### src/rtl/mod_dp.sv
// mod_dp: datapath of the repeated-subtraction modulo unit.
//
// Holds the dividend (remainder register) and divisor, subtracts the divisor
// once per cycle while the control unit requests it, and reports completion.
//
// Ports:
//   clk             in   system clock, rising edge
//   reset           in   synchronous, active-high reset
//   load            in   one-cycle pulse: capture a_in/b_in, start new operation
//   a_in            in   dividend, sampled on load
//   b_in            in   divisor, sampled on load
//   subtract_enable in   control unit requests one subtraction this cycle
//   lt              out  remainder < divisor, or divisor zero (combinational)
//   remainder       out  current remainder; final result when done=1
//   quotient        out  subtractions performed since load
//   done            out  result valid, held until next load or reset
//   div_zero        out  divisor captured on last load was zero
module mod_dp #(
    parameter int WIDTH = 32
) (
    input  logic             clk,
    input  logic             reset,
    input  logic             load,
    input  logic [WIDTH-1:0] a_in,
    input  logic [WIDTH-1:0] b_in,
    input  logic             subtract_enable,
    output logic             lt,
    output logic [WIDTH-1:0] remainder,
    output logic [WIDTH-1:0] quotient,
    output logic             done,
    output logic             div_zero
);

    logic [WIDTH-1:0] rem_q, rem_d;
    logic [WIDTH-1:0] div_q, div_d;
    logic [WIDTH-1:0] quotient_q, quotient_d;
    logic             done_q, done_d;
    logic             div_zero_q, div_zero_d;

    // A zero divisor forces lt so the subtract guard below can never loop
    // forever and the control unit sees completion immediately.
    assign lt = (div_q == '0) || (rem_q < div_q);

    always_comb begin
        rem_d      = rem_q;
        div_d      = div_q;
        quotient_d = quotient_q;
        done_d     = done_q;
        div_zero_d = div_zero_q;

        if (load) begin
            rem_d      = a_in;
            div_d      = b_in;
            quotient_d = '0;
            done_d     = 1'b0;
            div_zero_d = (b_in == '0);
        end else begin
            // Subtraction is gated by lt locally, so a late or early request
            // from the control unit cannot underflow the remainder.
            if (subtract_enable && !lt) begin
                rem_d      = rem_q - div_q;
                quotient_d = quotient_q + 1'b1;
            end
            // Sticky: once set, only load or reset clears it.
            if (lt) begin
                done_d = 1'b1;
            end
        end
    end

    always_ff @(posedge clk) begin
        if (reset) begin
            rem_q      <= '0;
            div_q      <= '0;
            quotient_q <= '0;
            done_q     <= 1'b0;
            div_zero_q <= 1'b0;
        end else begin
            rem_q      <= rem_d;
            div_q      <= div_d;
            quotient_q <= quotient_d;
            done_q     <= done_d;
            div_zero_q <= div_zero_d;
        end
    end

    assign remainder = rem_q;
    assign quotient  = quotient_q;
    assign done      = done_q;
    assign div_zero  = div_zero_q;

endmodule

### config.mk
export PLATFORM = sky130hd
export DESIGN_NAME = mod_dp
export DESIGN_NICKNAME = d
export VERILOG_FILES = /design/src/rtl/mod_dp.sv
export SDC_FILE = /design/constraint.sdc
export NUM_CORES = 1
export LEC_CHECK = 0
export ABC_AREA = 0
export BUFFER_PORTS_ARGS = -buffer_cell sky130_fd_sc_hd__buf_2
export CORE_MARGIN = 2
export CORE_UTILIZATION = 50
export CTS_CLUSTER_DIAMETER = 60
export DETAILED_ROUTE_END_ITERATION = 10
export GPL_TIMING_DRIVEN = 0
export HOLD_SLACK_MARGIN = 0.02
export PLACE_DENSITY_LB_ADDON = 0.1
export SLEW_MARGIN = 20
export SYNTH_ARGS = -nofsm -noshare
export SYNTH_HDL_FRONTEND = slang
export SYNTH_SLANG_ARGS = --single-unit
### constraint.sdc
create_clock -name clk -period 2.75 [get_ports clk]
set_clock_uncertainty 0.05 [all_clocks]
set_input_delay 0 -clock clk [delete_from_list [all_inputs] [get_ports clk]]
set_output_delay 0 -clock clk [all_outputs]
set_load 0.005 [all_outputs]
-- Word level (Yosys, flattened, before mapping)
Cells that the tools add are included.
- register bits: 98
- bits of input ports: 68
- output and inout bits: 67
- logic and storage cells: 17
- $add $sub $neg: 2
- $lt $le $gt $ge: 1
- multiplexer cells: 2
- reductions and logical operators: 7
- operators with widths (operator ; count):
    32-bit logical NOT ; 2
    32-bit 2-to-1 mux ; 2
    32-bit by 1-bit adder with 32-bit output (second input constant) ; 1
    32-bit < comparator ; 1
    32-bit subtractor ; 1
    2-bit nonzero test ; 1
    2-bit OR reduction ; 1
    1-bit logical AND ; 1
    1-bit logical NOT ; 1
    1-bit logical OR ; 1

-- Depth between registers and ports, before layout
Gate-level depths: netlist of the first run.
- depth in word-level cells: 6
- gate-level depth with buffers: 14
- mapped depth without buffers: 13

-- Least setup slack after synthesis of the first run
OpenSTA, ideal clock, no wires.
- kind: register to register
- start: register rem_q[0] (netlist: remainder[0])
- end: register quotient_q[15] (netlist: quotient[15])
- library setup time: 0.128 ns
- arrival time: 2.541 ns
- required time: 2.572 ns
- slack: 0.031 ns
- cell stages (with the launch flop): 15
- path buffers: 1
- clock period less this slack: 2.719 ns
- cell sequence: dfxtp_1 -> inv_1 -> ha_1 -> inv_1 -> fa_1 -> a211oi_1 -> o211ai_1 -> a21o_1 -> o21ai_2 -> a21oi_4 -> o2111a_2 -> buf_6 -> and3_1 -> xnor2_1 -> nor2_1
- word-level cells in the longest chain between the ends: 4
- ends and longest elaborated chain (item ; line ; text):
    from (decl) ; 34 ; logic [WIDTH-1:0] rem_q, rem_d;
    from (signal assigned) ; 79 ; rem_q <= rem_d;
    32-bit < comparator ; 42 ; assign lt = (div_q == '0) || (rem_q < div_q);
    1-bit logical OR ; 42 ;
    1-bit logical NOT ; 60 ; if (subtract_enable && !lt) begin
    1-bit logical AND ; 60 ;
    to (signal assigned) ; 81 ; quotient_q <= quotient_d;
    to (decl) ; 36 ; logic [WIDTH-1:0] quotient_q, quotient_d;
No other way between the ends.
A chain may end at the register's enable or synchronous reset.

-- Worst setup path in the final report of the first run
- start: register rem_q[0] (netlist: remainder[0])
- end: register quotient_q[26] (netlist: quotient[26])
Same word-level chain as after synthesis.

==> results of run 1 <==
[worst paths after layout]
kind                                end                      start  slack (ns)
max           quotient[26]$_SDFFE_PP0P_  remainder[0]$_SDFFE_PP0P_       -0.18
min          remainder[13]$_SDFFE_PP0P_                       load        0.19
max reg2reg   quotient[26]$_SDFFE_PP0P_  remainder[0]$_SDFFE_PP0P_       -0.18
min reg2reg           done$_SDFFE_PP0P_          done$_SDFFE_PP0P_        0.43
[power groups by stage]
stage	clock network, mW	logic (mW)	registers [mW]
floorplan	0	0.959	1.59
global placement	0	1.30	1.60
detailed placement	0	1.32	1.61
CTS	1.43	1.64	1.59
global route	1.48	1.90	1.61
finish	1.41	1.77	1.60
[sequential cells by signal (all words and copies together) (netlist names)]
signal,flops
div_q,32
div_zero,1
done,1
quotient,32
remainder,32
[cells in the mapped netlist (3+ instances only)]
cell type and n:
or3_1 10, o211ai_1 7, nor3_1 7, and3_1 9, o21ai_1 3, a221oi_1 3
nor4_1 17, o21ai_0 30, a211oi_1 4, a31oi_1 4, ha_1 33, xor2_1 23
a311oi_1 15, and4_1 4, a21oi_1 61, o21a_1 6, a21boi_0 3, a21o_1 8
o211a_1 9, and2_1 8, nand4_1 10, dfxtp_1 98, buf_2 6, mux2i_1 36
nand3_1 15, o31ai_1 3, nor2_1 87, inv_1 46, xnor2_1 28, nand2b_1 4
nand2_1 77, clkbuf_1 23, o21bai_1 3
[kinds of logic (layout without fill, tap and decap cells)]
group,Yosys count,in the layout
muxes,36,36
buffers and inverters,80,330
xor gates and xnor gates,51,51
AOI/OAI and AO/OA,173,173
adders and majority gates,34,34
DFF,98,98
and+or+nand+nor,260,260
[tightest hold or removal path, delay by kind of cell]
| kind | cells | cell delay (ns) |
|---|---|---|
| AOI/OAI and AO/OA | 1 | 0.05 |
| and+or+nand+nor | 2 | 0.26 |
| buffers and inverters | 1 | 0.23 |
[area by class of cell]
type	instances	share of cell area, %
plain buffers	30	2.141
clock buffers	9	2.586
clock inverters	7	1.164
inverters	46	1.982
multi-input cells	554	48.02
flip-flops and latches	98	22.71
well taps	143	2.054
repair buffers	238	19.34
[metal layers]
layer | vias up | global-route usage [%] | part of all wire [%]
met2 | 266 | 55.02 | 49
met4 | 0 | 12.03 | 3.0
met5 | - | 0 | 0
met1 | 3076 | 38.43 | 42
met3 | 52 | 6.588 | 6.5
li1 | 3080 | - | -
[timing repair]
item / 4_1_cts / 5_1_grt
resized for setup: 119 / 44
hold buffers: 65 / 0
endpoints found under the hold margin: 66 / 0
setup endpoints to repair: 65 / 65
buffers inserted: 19 / 18
gates cloned: 5 / 0
pin swaps: 49 / 32
[through the flow]
step                worst slack (ns)  cells
global placement             -0.4247   1008
global route                 -0.2733   1125
finish                       -0.1835   1125
detailed placement           -0.4473   1008
CTS                          -0.1856   1113
floorplan                    0.03110    732
==> key figures, run 1 <==
GRT
  – Largest net degree at the start of global routing: 18
  – Initial antenna violation count: 0
  – Vias in the first global route: 6287
  – GRT Util Overall: around a third
  – Global-route wire length before repair: 31680 um
  – GRT Residual Overflow: 0

Place
  – DPL Wire Length: 13530 um
  – Routability cong.: 0.9248
  – PortBufs: 133
  – Placement Cell Area: 6784 um^2

Final layout
  – Fillers: 814
  – Share of cells above drive strength 1: 32.08%
  – Multi-input logic area: 4183 um^2
  – Reg area: 1978 um^2
  – Total Nets Final: about 1100
  – Commonest non-fill, non-tap cell in the layout: buf_2
  – Cell area after layout: 8710 um^2
  – Syn-to-layout area delta: 46.64%
  – Commonest non-fill, non-tap cells in the layout: 135 x buf_2, 85 x nor2_1, 85 x dfxtp_1
  – N_diodes: 0
  – Fin util: around three quarters

Synth
  – Main combinational cell family by area after synthesis: simple AND/OR/NAND/NOR gates
  – Mapped Area: 5939 um^2
  – Synth Area in Adders: between 7 and 8%
  – Simple-Gate Fraction of Synth Area: 20.77%
  – Multiplexer area fraction after synthesis: 6.067%
  – Asr flop ratio synth: 0%
  – Post-Synth XOR/XNOR Area: 7.521%
  – Top FF cell, synth: dfxtp_1
  – Synth top area cells: dfxtp_1 33%, ha_1 7.0%, mux2i_1 6.1%, nor2_1 5.5%, a21oi_1 5.1%
  – Top cell type by total area after synthesis: dfxtp_1
  – YS warnings: 0
  – Yosys cell types: 61
  – Syn_nets: 834
  – Sequential share of the synthesized area: 33.03%
  – Synth Area per Inst: 8.114 um^2
  – Synth Area in Compound Gates: roughly a fifth
  – Gate Count Post-Synth: 732
  – Number of flops mapped to enable cells by yosys: 0
  – Synth Register Bits: 98
  – Area fraction of the dominant cell type after synthesis: 33.03%

Critical path
  – Critical path class: flip-flop to flip-flop
  – Slowest-stage cell, CP: fa_2
  – CP max stage delay: ~0.36 ns
  – Crit path capture type: flip-flop
  – CP most frequent cell: inv_2
  – Critical Path, Cell by Cell: inv_2 -> ha_4 -> inv_2 -> fa_2 -> a211oi_2 -> o211ai_1 -> a21o_1 -> o21ai_4 -> a21oi_4 -> o2111ai_4 -> buf_6 -> nand3b_1 -> xor2_1 -> nor2_1
  – Reg2Reg Depth: 14
  – CP required: between 2 and 3 ns
  – Top delay family on crit path: compound AO/OA/AOI/OAI gates
  – Cell count along the critical path: 14
  – WP buf/inv: 3
  – Worst Path Max Fanout: 6
  – Worst setup SP type: flip-flop
  – WP data arrival: 3.12 ns

Drt
  – Final ANT Viol Nets: 0
  – WL final: 20800 um
  – DR vias: 6474
  – WL per Instance: roughly 18 um
  – Via density: between 5 and 6
  – DR DRC count: 8
  – Detailed Routing Iterations Pass 1: 8
  – Iter 0 DRT Violations: 470

Timing
  – Slew margin rel.: 38.50%
  – Fin crit period: between 2 and 3 ns
  – Slew @ Worst Pin: 0.9226 ns
  – Final WS setup: -0.1835 ns
  – Max Fclk: approximately 340 MHz
  – Final Hold Vio Count: 0
  – Post-Route Setup TNS: -4.209 ns
  – Unrepaired setup endpoints after global routing: yes
  – Fin. max-slew vios: 0
  – Min Hold Slack: between 0.15 and 0.2 ns
  – Final period util: 106.7%
  – Setup Viol. Count Final: between 50 and 60

Power
  – Pwr dens: 549.0 nW/um^2
  – Gate power share: a little under two fifths
  – Internal power: 3.145 mW
  – Design Power: 4.782 mW
  – Clk pwr share: 29.6%
  – Sw power: 1.636 mW
  – Leak pwr: roughly 3.8 nW
  – Seq pwr share: 33.4%
  – Switching Share: 34.22%
  – Worst VDD drop: 424.8 uV

Clock tree
  – Clk slew on worst S/H paths: 0.07 ns
  – H-Tree Depth: 3
  – Later-pin clock latency in the skew report: roughly 0.36 ns
  – CTS buffer count: 9
  – # clock sinks: 98
  – Root Buffer: clkbuf_16
  – Clock buffer depth: 2
  – TritonCTS clock tree: yes

Floorplan
  – Rows: 39
  – Core ar.: 11520 um^2
  – Initial Util: 51.58%
  – Die height: 113.0 um
  – Die area: 12770 um^2
  – Die Wd: 113.0 um
  – Num ports: about 140

Hold path
  – Hold crit path type: primary input to flip-flop
  – Hold path depth: 4

Outcome
  – Failing checks: DRC, setup timing
  – Status: complete, but fails checks

Job
  – Max cap viols: 0
(Power assumes the default switching activity.)
==> inputs of run 2 (changes only) <==
CORE_ASPECT_RATIO = 1.25   (was default)
==> run 2 against run 1 <==
Compared with the run above: the run ends with setup timing left; cell count up 1.6%; routed wire length shrank 1.7%; first-iteration DRC count down 30%; highest routed layer unchanged.
==> key figures, run 2 (synthesis results as in run 1) <==
GRT
  – Global routing's busiest layer: met2
  – Routing usage on met2: 50.84%
  – Largest net degree at the start of global routing: 19
  – GRT Residual Overflow: 0
  – GRT Util Overall: 30.49%
  – Global routing usage on met1: ~36%
  – Initial antenna violation count: 0
  – Vias in the first global route: 6311
  – GR Util met3: 6.049%
  – Global-route wire length before repair: 30680 um

Timing
  – Fin. max-slew vios: 0
  – Fin crit period: 2.900 ns
  – Unrepaired setup endpoints after global routing: yes
  – Final period util: 105.4%
  – Final Hold Vio Count: 0
  – Post-Route Setup TNS: -1.788 ns
  – Max Fclk: 344.9 MHz
  – Slew @ Worst Pin: around 0.9 ns
  – Setup Viol. Count Final: 46
  – Slew margin rel.: 40.14%
  – Final WS setup: -0.1495 ns
  – Min Hold Slack: 0.2691 ns

Clock tree
  – Clk slew on worst S/H paths: 0.07 ns
  – TritonCTS clock tree: yes
  – Clock buffer depth: 2
  – CTS buffer count: 9
  – # clock sinks: 98
  – Later-pin clock latency in the skew report: roughly 0.35 ns
  – H-Tree Depth: 3
  – Root Buffer: clkbuf_16

Final layout
  – Commonest non-fill, non-tap cells in the layout: 134 x buf_2, 88 x dfxtp_1, 85 x nor2_1
  – Syn-to-layout area delta: 47.71%
  – Layout Cells excl Fill: 1143
  – Total Nets Final: 1079
  – Share of cells above drive strength 1: 31.26%
  – N_diodes: 0
  – Commonest non-fill, non-tap cell in the layout: buf_2

Power
  – Pwr dens: 541.8 nW/um^2
  – Design Power: ~4.8 mW
  – Leak pwr: 3.888 nW
  – Worst VDD drop: 406.4 uV

Drt
  – DR vias: 6449
  – WL final: ~20000 um
  – DR DRC count: 0
  – WL per Instance: approximately 18 um
  – Detailed Routing Iterations Pass 1: 4
  – Via density: 5.642
  – Final ANT Viol Nets: 0
  – Iter 0 DRT Violations: 330

Place
  – Routability cong.: roughly 0.94
  – Place WS: -0.6023 ns
  – Placed insts: 1026
  – PortBufs: 133
  – DPL Wire Length: 13450 um

Critical path
  – CP required: 2.96 ns
  – Crit path capture type: flip-flop
  – Worst Path Max Fanout: 5
  – CP most frequent cell: inv_2
  – RR Endpoint: remainder[28]$_SDFFE_PP0P_
  – WP data arrival: 3.11 ns
  – CP max stage delay: 0.38 ns
  – Reg2Reg Depth: 14
  – Worst setup SP type: flip-flop
  – WP buf/inv: 4
  – Top delay family on crit path: compound AO/OA/AOI/OAI gates
  – Critical Path, Cell by Cell: inv_2 -> ha_4 -> inv_2 -> fa_2 -> a211oi_2 -> o211ai_1 -> a21o_1 -> o21ai_4 -> a21oi_4 -> o21a_1 -> buf_6 -> buf_4 -> mux2i_1 -> a211oi_1
  – Critical path class: flip-flop to flip-flop
  – RR Startpoint: remainder[0]$_SDFFE_PP0P_
  – Slowest-stage cell, CP: fa_2
  – Reg2reg setup slack: -0.15 ns

Floorplan
  – Initial Util: 51.13%
  – Num ports: 135
  – Die area: approximately 13000 um^2
  – Die height: about 130 um
  – Core ar.: around 12000 um^2
  – Die Wd: about 100 um
  – Rows: 44

Hold path
  – Hold path depth: 4
  – Hold path startpoint: load
  – Worst Hold End: remainder[13]$_SDFFE_PP0P_
  – Hold crit path type: primary input to flip-flop

Job
  – Max cap viols: 0

Outcome
  – Status: complete, but fails checks
  – Failing checks: setup timing
-- run 2: cell count changes in the layout (fill, tap and decap cells not counted), moves of 4 or more --
cell     previous run  this run
nand2_4             2         8
nand2_2            15         7
ha_4               16        12
dfxtp_2            13         9
-- run 2: worst max-delay path by stage --
| stage | startpoint | to | slack (ns) | cells past startpoint |
|---|---|---|---|---|
| finish | remainder[0]$_SDFFE_PP0P_ | remainder[28]$_SDFFE_PP0P_ | -0.15 | 14 |
| global route | remainder[0]$_SDFFE_PP0P_ | remainder[28]$_SDFFE_PP0P_ | -0.24 | 13 |
| CTS | remainder[0]$_SDFFE_PP0P_ | quotient[15]$_SDFFE_PP0P_ | -0.17 | 14 |
| detailed placement | div_q[0]$_SDFFE_PP0P_ | remainder[23]$_SDFFE_PP0P_ | -0.60 | 12 |
| global placement | div_q[0]$_SDFFE_PP0P_ | remainder[23]$_SDFFE_PP0P_ | -0.67 | 12 |
| floorplan | remainder[0]$_SDFFE_PP0P_ | quotient[15]$_SDFFE_PP0P_ | 0.03 | 14 |
-- run 2: where the power goes --
| part | internal [mW] | switching, mW |
|---|---|---|
| logic | 0.864 | 0.962 |
| clock network | 0.722 | 0.607 |
| registers | 1.50 | 0.0961 |
-- run 2: through the flow --
step                      utilization, %  instance area (um^2)
final                              75.53                  8773
after global placement             58.60                  6807
after CTS                          71.67                  8325
after detailed placement           58.60                  6807
after global routing               75.53                  8773
after floorplan                        -                  5939
-- run 2: area by class of cell --
type                            count  area, um^2
Sequential cell                    98        1977
Clock inverter                      7       83.83
Inverter                           46       172.7
Timing Repair Buffer              236        1700
Fill cell                         859        2843
Buffer                             32       211.5
Multi-Input combinational cell    554        4202
Clock buffer                        9       225.2
Tap cell                          161       201.4
-- run 2: timing repair --
action,in CTS,in global routing
endpoints found under the setup margin,65,65
pin swaps,35,49
gates cloned,3,1
hold buffers,65,0
hold endpoints to repair,66,0
gates resized for setup,86,87
setup buffers,21,17
-- run 2: worst register-to-register path: cells and delay by family, from the launching register on --
kind,cells,cell delay [ns]
multiplexers,1,0.12
flip-flops,1,0.33
AO/OA/AOI/OAI,7,1.42
buffers and inverters,4,0.40
adder cells (fa/ha/maj),2,0.50
-- run 2: routing by layer --
layer,part of all wire [%],vias to the layer above
met1,40,3012
met3,6.3,81
met5,0,-
li1,-,3092
met4,5.2,0
met2,48,264
==> inputs of run 3 (changes only) <==
CORE_UTILIZATION = 26   (was 50)
==> run 3 against run 2 <==
Compared with the run above: the run still ends with setup timing left; highest routed layer unchanged; register-to-register slack better by 0.03 ns; flip-flop and latch count stayed put; maximum frequency grew 0.92%; core utilization down 35 points; power grew 0.18%; largest power group unchanged; sequential share of layout area down 0.48 points; clock-buffer cell count is 1 higher; clock power barely moved; sequential power hardly changed; first-iteration DRC count is 34% lower; global-route usage down 12 points.
==> key figures, run 3 (synthesis results as in run 1) <==
Clock tree
  – Later-pin clock latency in the skew report: approximately 0.38 ns
  – Clk slew on worst S/H paths: around 0.07 ns
  – # clock sinks: 98
  – TritonCTS clock tree: yes
  – H-Tree Depth: 3
  – Clock buffer depth: 2
  – CTS buffer count: 9
  – Root Buffer: clkbuf_16

Critical path
  – Top delay family on crit path: compound AO/OA/AOI/OAI gates
  – RR Startpoint: remainder[0]$_SDFFE_PP0P_
  – CP required: 2.94 ns
  – CP max stage delay: 0.36 ns
  – Worst Path Max Fanout: 5
  – Crit path capture type: flip-flop
  – WP buf/inv: 3
  – Cell count along the critical path: 14
  – Reg2reg setup slack: -0.12 ns
  – Critical Path, Cell by Cell: inv_2 -> ha_4 -> inv_2 -> fa_2 -> a211oi_2 -> o211ai_1 -> a21o_1 -> o21ai_4 -> a21oi_4 -> o2111a_2 -> buf_6 -> and3_4 -> xnor2_2 -> nor2_1
  – Worst setup SP type: flip-flop
  – Crit. Startpoint: remainder[0]$_SDFFE_PP0P_
  – Reg2Reg Depth: 14
  – Slowest-stage cell, CP: fa_2
  – CP most frequent cell: inv_2
  – WP data arrival: 3.07 ns
  – RR Endpoint: quotient[15]$_SDFFE_PP0P_
  – Crit path capture: quotient[15]$_SDFFE_PP0P_
  – Critical path class: flip-flop to flip-flop

Final layout
  – N_diodes: 0
  – Syn-to-layout area delta: 51.86%
  – Layout Cells excl Fill: 1265
  – Commonest non-fill, non-tap cell in the layout: buf_2
  – Share of cells above drive strength 1: 33.30%
  – Total Nets Final: approximately 1100
  – Commonest non-fill, non-tap cells in the layout: 134 x buf_2, 84 x nor2_1, 80 x dfxtp_1
  – Cell area after layout: 9020 um^2

Timing
  – Unrepaired setup endpoints after global routing: yes
  – Final Hold Vio Count: 0
  – Final period util: 104.5%
  – Slew margin rel.: 45.94%
  – Fin crit period: 2.873 ns
  – Max Fclk: 348.1 MHz
  – Fin. max-slew vios: 0
  – Min Hold Slack: 0.2682 ns
  – Slew @ Worst Pin: 0.8109 ns
  – Post-Route Setup TNS: -1.484 ns
  – Setup Viol. Count Final: 41
  – Final WS setup: -0.1230 ns

Power
  – Switching Share: between 30% and 40%
  – Clk pwr share: between 20% and 30%
  – Worst VDD drop: approximately 370 uV
  – Gate power share: a little under two fifths
  – Design Power: 4.762 mW
  – Leak pwr: 3.883 nW
  – Sw power: 1.718 mW
  – Pwr dens: 528.0 nW/um^2
  – Seq pwr share: 33.7%
  – Internal power: slightly above 3 mW

Drt
  – DR WL met2: roughly 11000 um
  – Detailed Routing Iterations Pass 1: 4
  – DR DRC count: 0
  – DR top layer: met4
  – DR WL met3: 749 um
  – Final ANT Viol Nets: 0
  – DR vias: 6060
  – Routed length on met1: 10200 um
  – Via density: 4.791
  – Iter 0 DRT Violations: between 200 and 250
  – WL final: 22510 um
  – WL per Instance: 17.79 um

GRT
  – Largest net degree at the start of global routing: 19
  – Vias in the first global route: 6171
  – GRT Residual Overflow: 0
  – GRT Util Overall: 18.31%
  – Global-route wire length before repair: between 30000 and 40000 um
  – Initial antenna violation count: 0

Hold path
  – Hold crit path type: primary input to flip-flop

Outcome
  – Status: complete, but fails checks
  – Failing checks: setup timing

Place
  – PortBufs: approximately 130
  – Placement Cell Area: 6959 um^2
  – Routability cong.: roughly 0.81
  – Placed insts: 1148
  – DPL Wire Length: 16100 um

Floorplan
  – Rows: a little over 60
  – Die Wd: 139.2 um
  – Core ar.: 22360 um^2
  – Die height: 173.0 um
  – Die area: 24080 um^2
  – Num ports: 135
  – Initial Util: 26.56%

Job
  – Max cap viols: 0
## run 3: cell types whose count changed in the layout (fill, tap and decap cells not counted), moves of 4 or more
cell / change
ha_1: -4
o21ai_1: -8
inv_1: -5
inv_2: +5
o21ai_2: +6
dfxtp_1: -8
dfxtp_2: +7
## run 3: tightest hold or removal path: stages
cell and delay (ns):
clkbuf_1 0.30, nand2_1 0.14, o21ai_1 0.05, and2_1 0.14
## run 3: worst min-delay path by stage
| stage | cells past startpoint | slack [ns] | startpoint | end |
|---|---|---|---|---|
| global placement | 2 | 0.18 | a_in[17] | remainder[17]$_SDFFE_PP0P_ |
| floorplan | 2 | 0.09 | a_in[29] | remainder[29]$_SDFFE_PP0P_ |
| global route | 4 | 0.31 | load | remainder[13]$_SDFFE_PP0P_ |
| CTS | 4 | 0.26 | load | remainder[13]$_SDFFE_PP0P_ |
| detailed placement | 2 | 0.18 | a_in[24] | remainder[24]$_SDFFE_PP0P_ |
| finish | 4 | 0.27 | load | remainder[13]$_SDFFE_PP0P_ |
## run 3: per-stage QoR
stage          util, %  setup WS (ns)
3_3_place_gp     31.12        -0.6741
2_1_floorplan        -        0.03110
6_report         40.33        -0.1230
4_1_cts          38.49        -0.2315
3_5_place_dp     31.12        -0.6599
5_1_grt          40.33        -0.2204
## run 3: what timing repair did
| action | 4_1_cts | 5_1_grt |
|---|---|---|
| setup buffers | 20 | 14 |
| gates cloned | 4 | 1 |
| pin swaps | 52 | 40 |
| gates resized for setup | 118 | 71 |
| endpoints found under the setup margin | 65 | 65 |
| hold buffers | 65 | 0 |
| hold endpoints to repair | 66 | 0 |
## run 3: area by class of cell
cell class,count,area [um^2]
inverter,46,172.7
tap,283,354.1
fill,2345,13340
clock buffer,10,239.0
timing repair buffer,237,1744
sequential,98,1989
buffer,31,220.2
multi-input combinational,554,4244
clock inverter,6,56.30
## run 3: power groups by stage
stage | clock network [mW] | logic, mW | registers, mW
finish | 1.34 | 1.82 | 1.60
global route | 1.43 | 1.99 | 1.62
CTS | 1.38 | 1.70 | 1.60
detailed placement | 0 | 1.37 | 1.62
global placement | 0 | 1.37 | 1.62
floorplan | 0 | 0.959 | 1.59
## run 3: per-layer routing
layer | track usage, % | vias to the layer above
met5 | 0 | -
met1 | 22.94 | 2835
met4 | 6.229 | 0
met3 | 2.299 | 24
met2 | 32.33 | 126
li1 | - | 3075
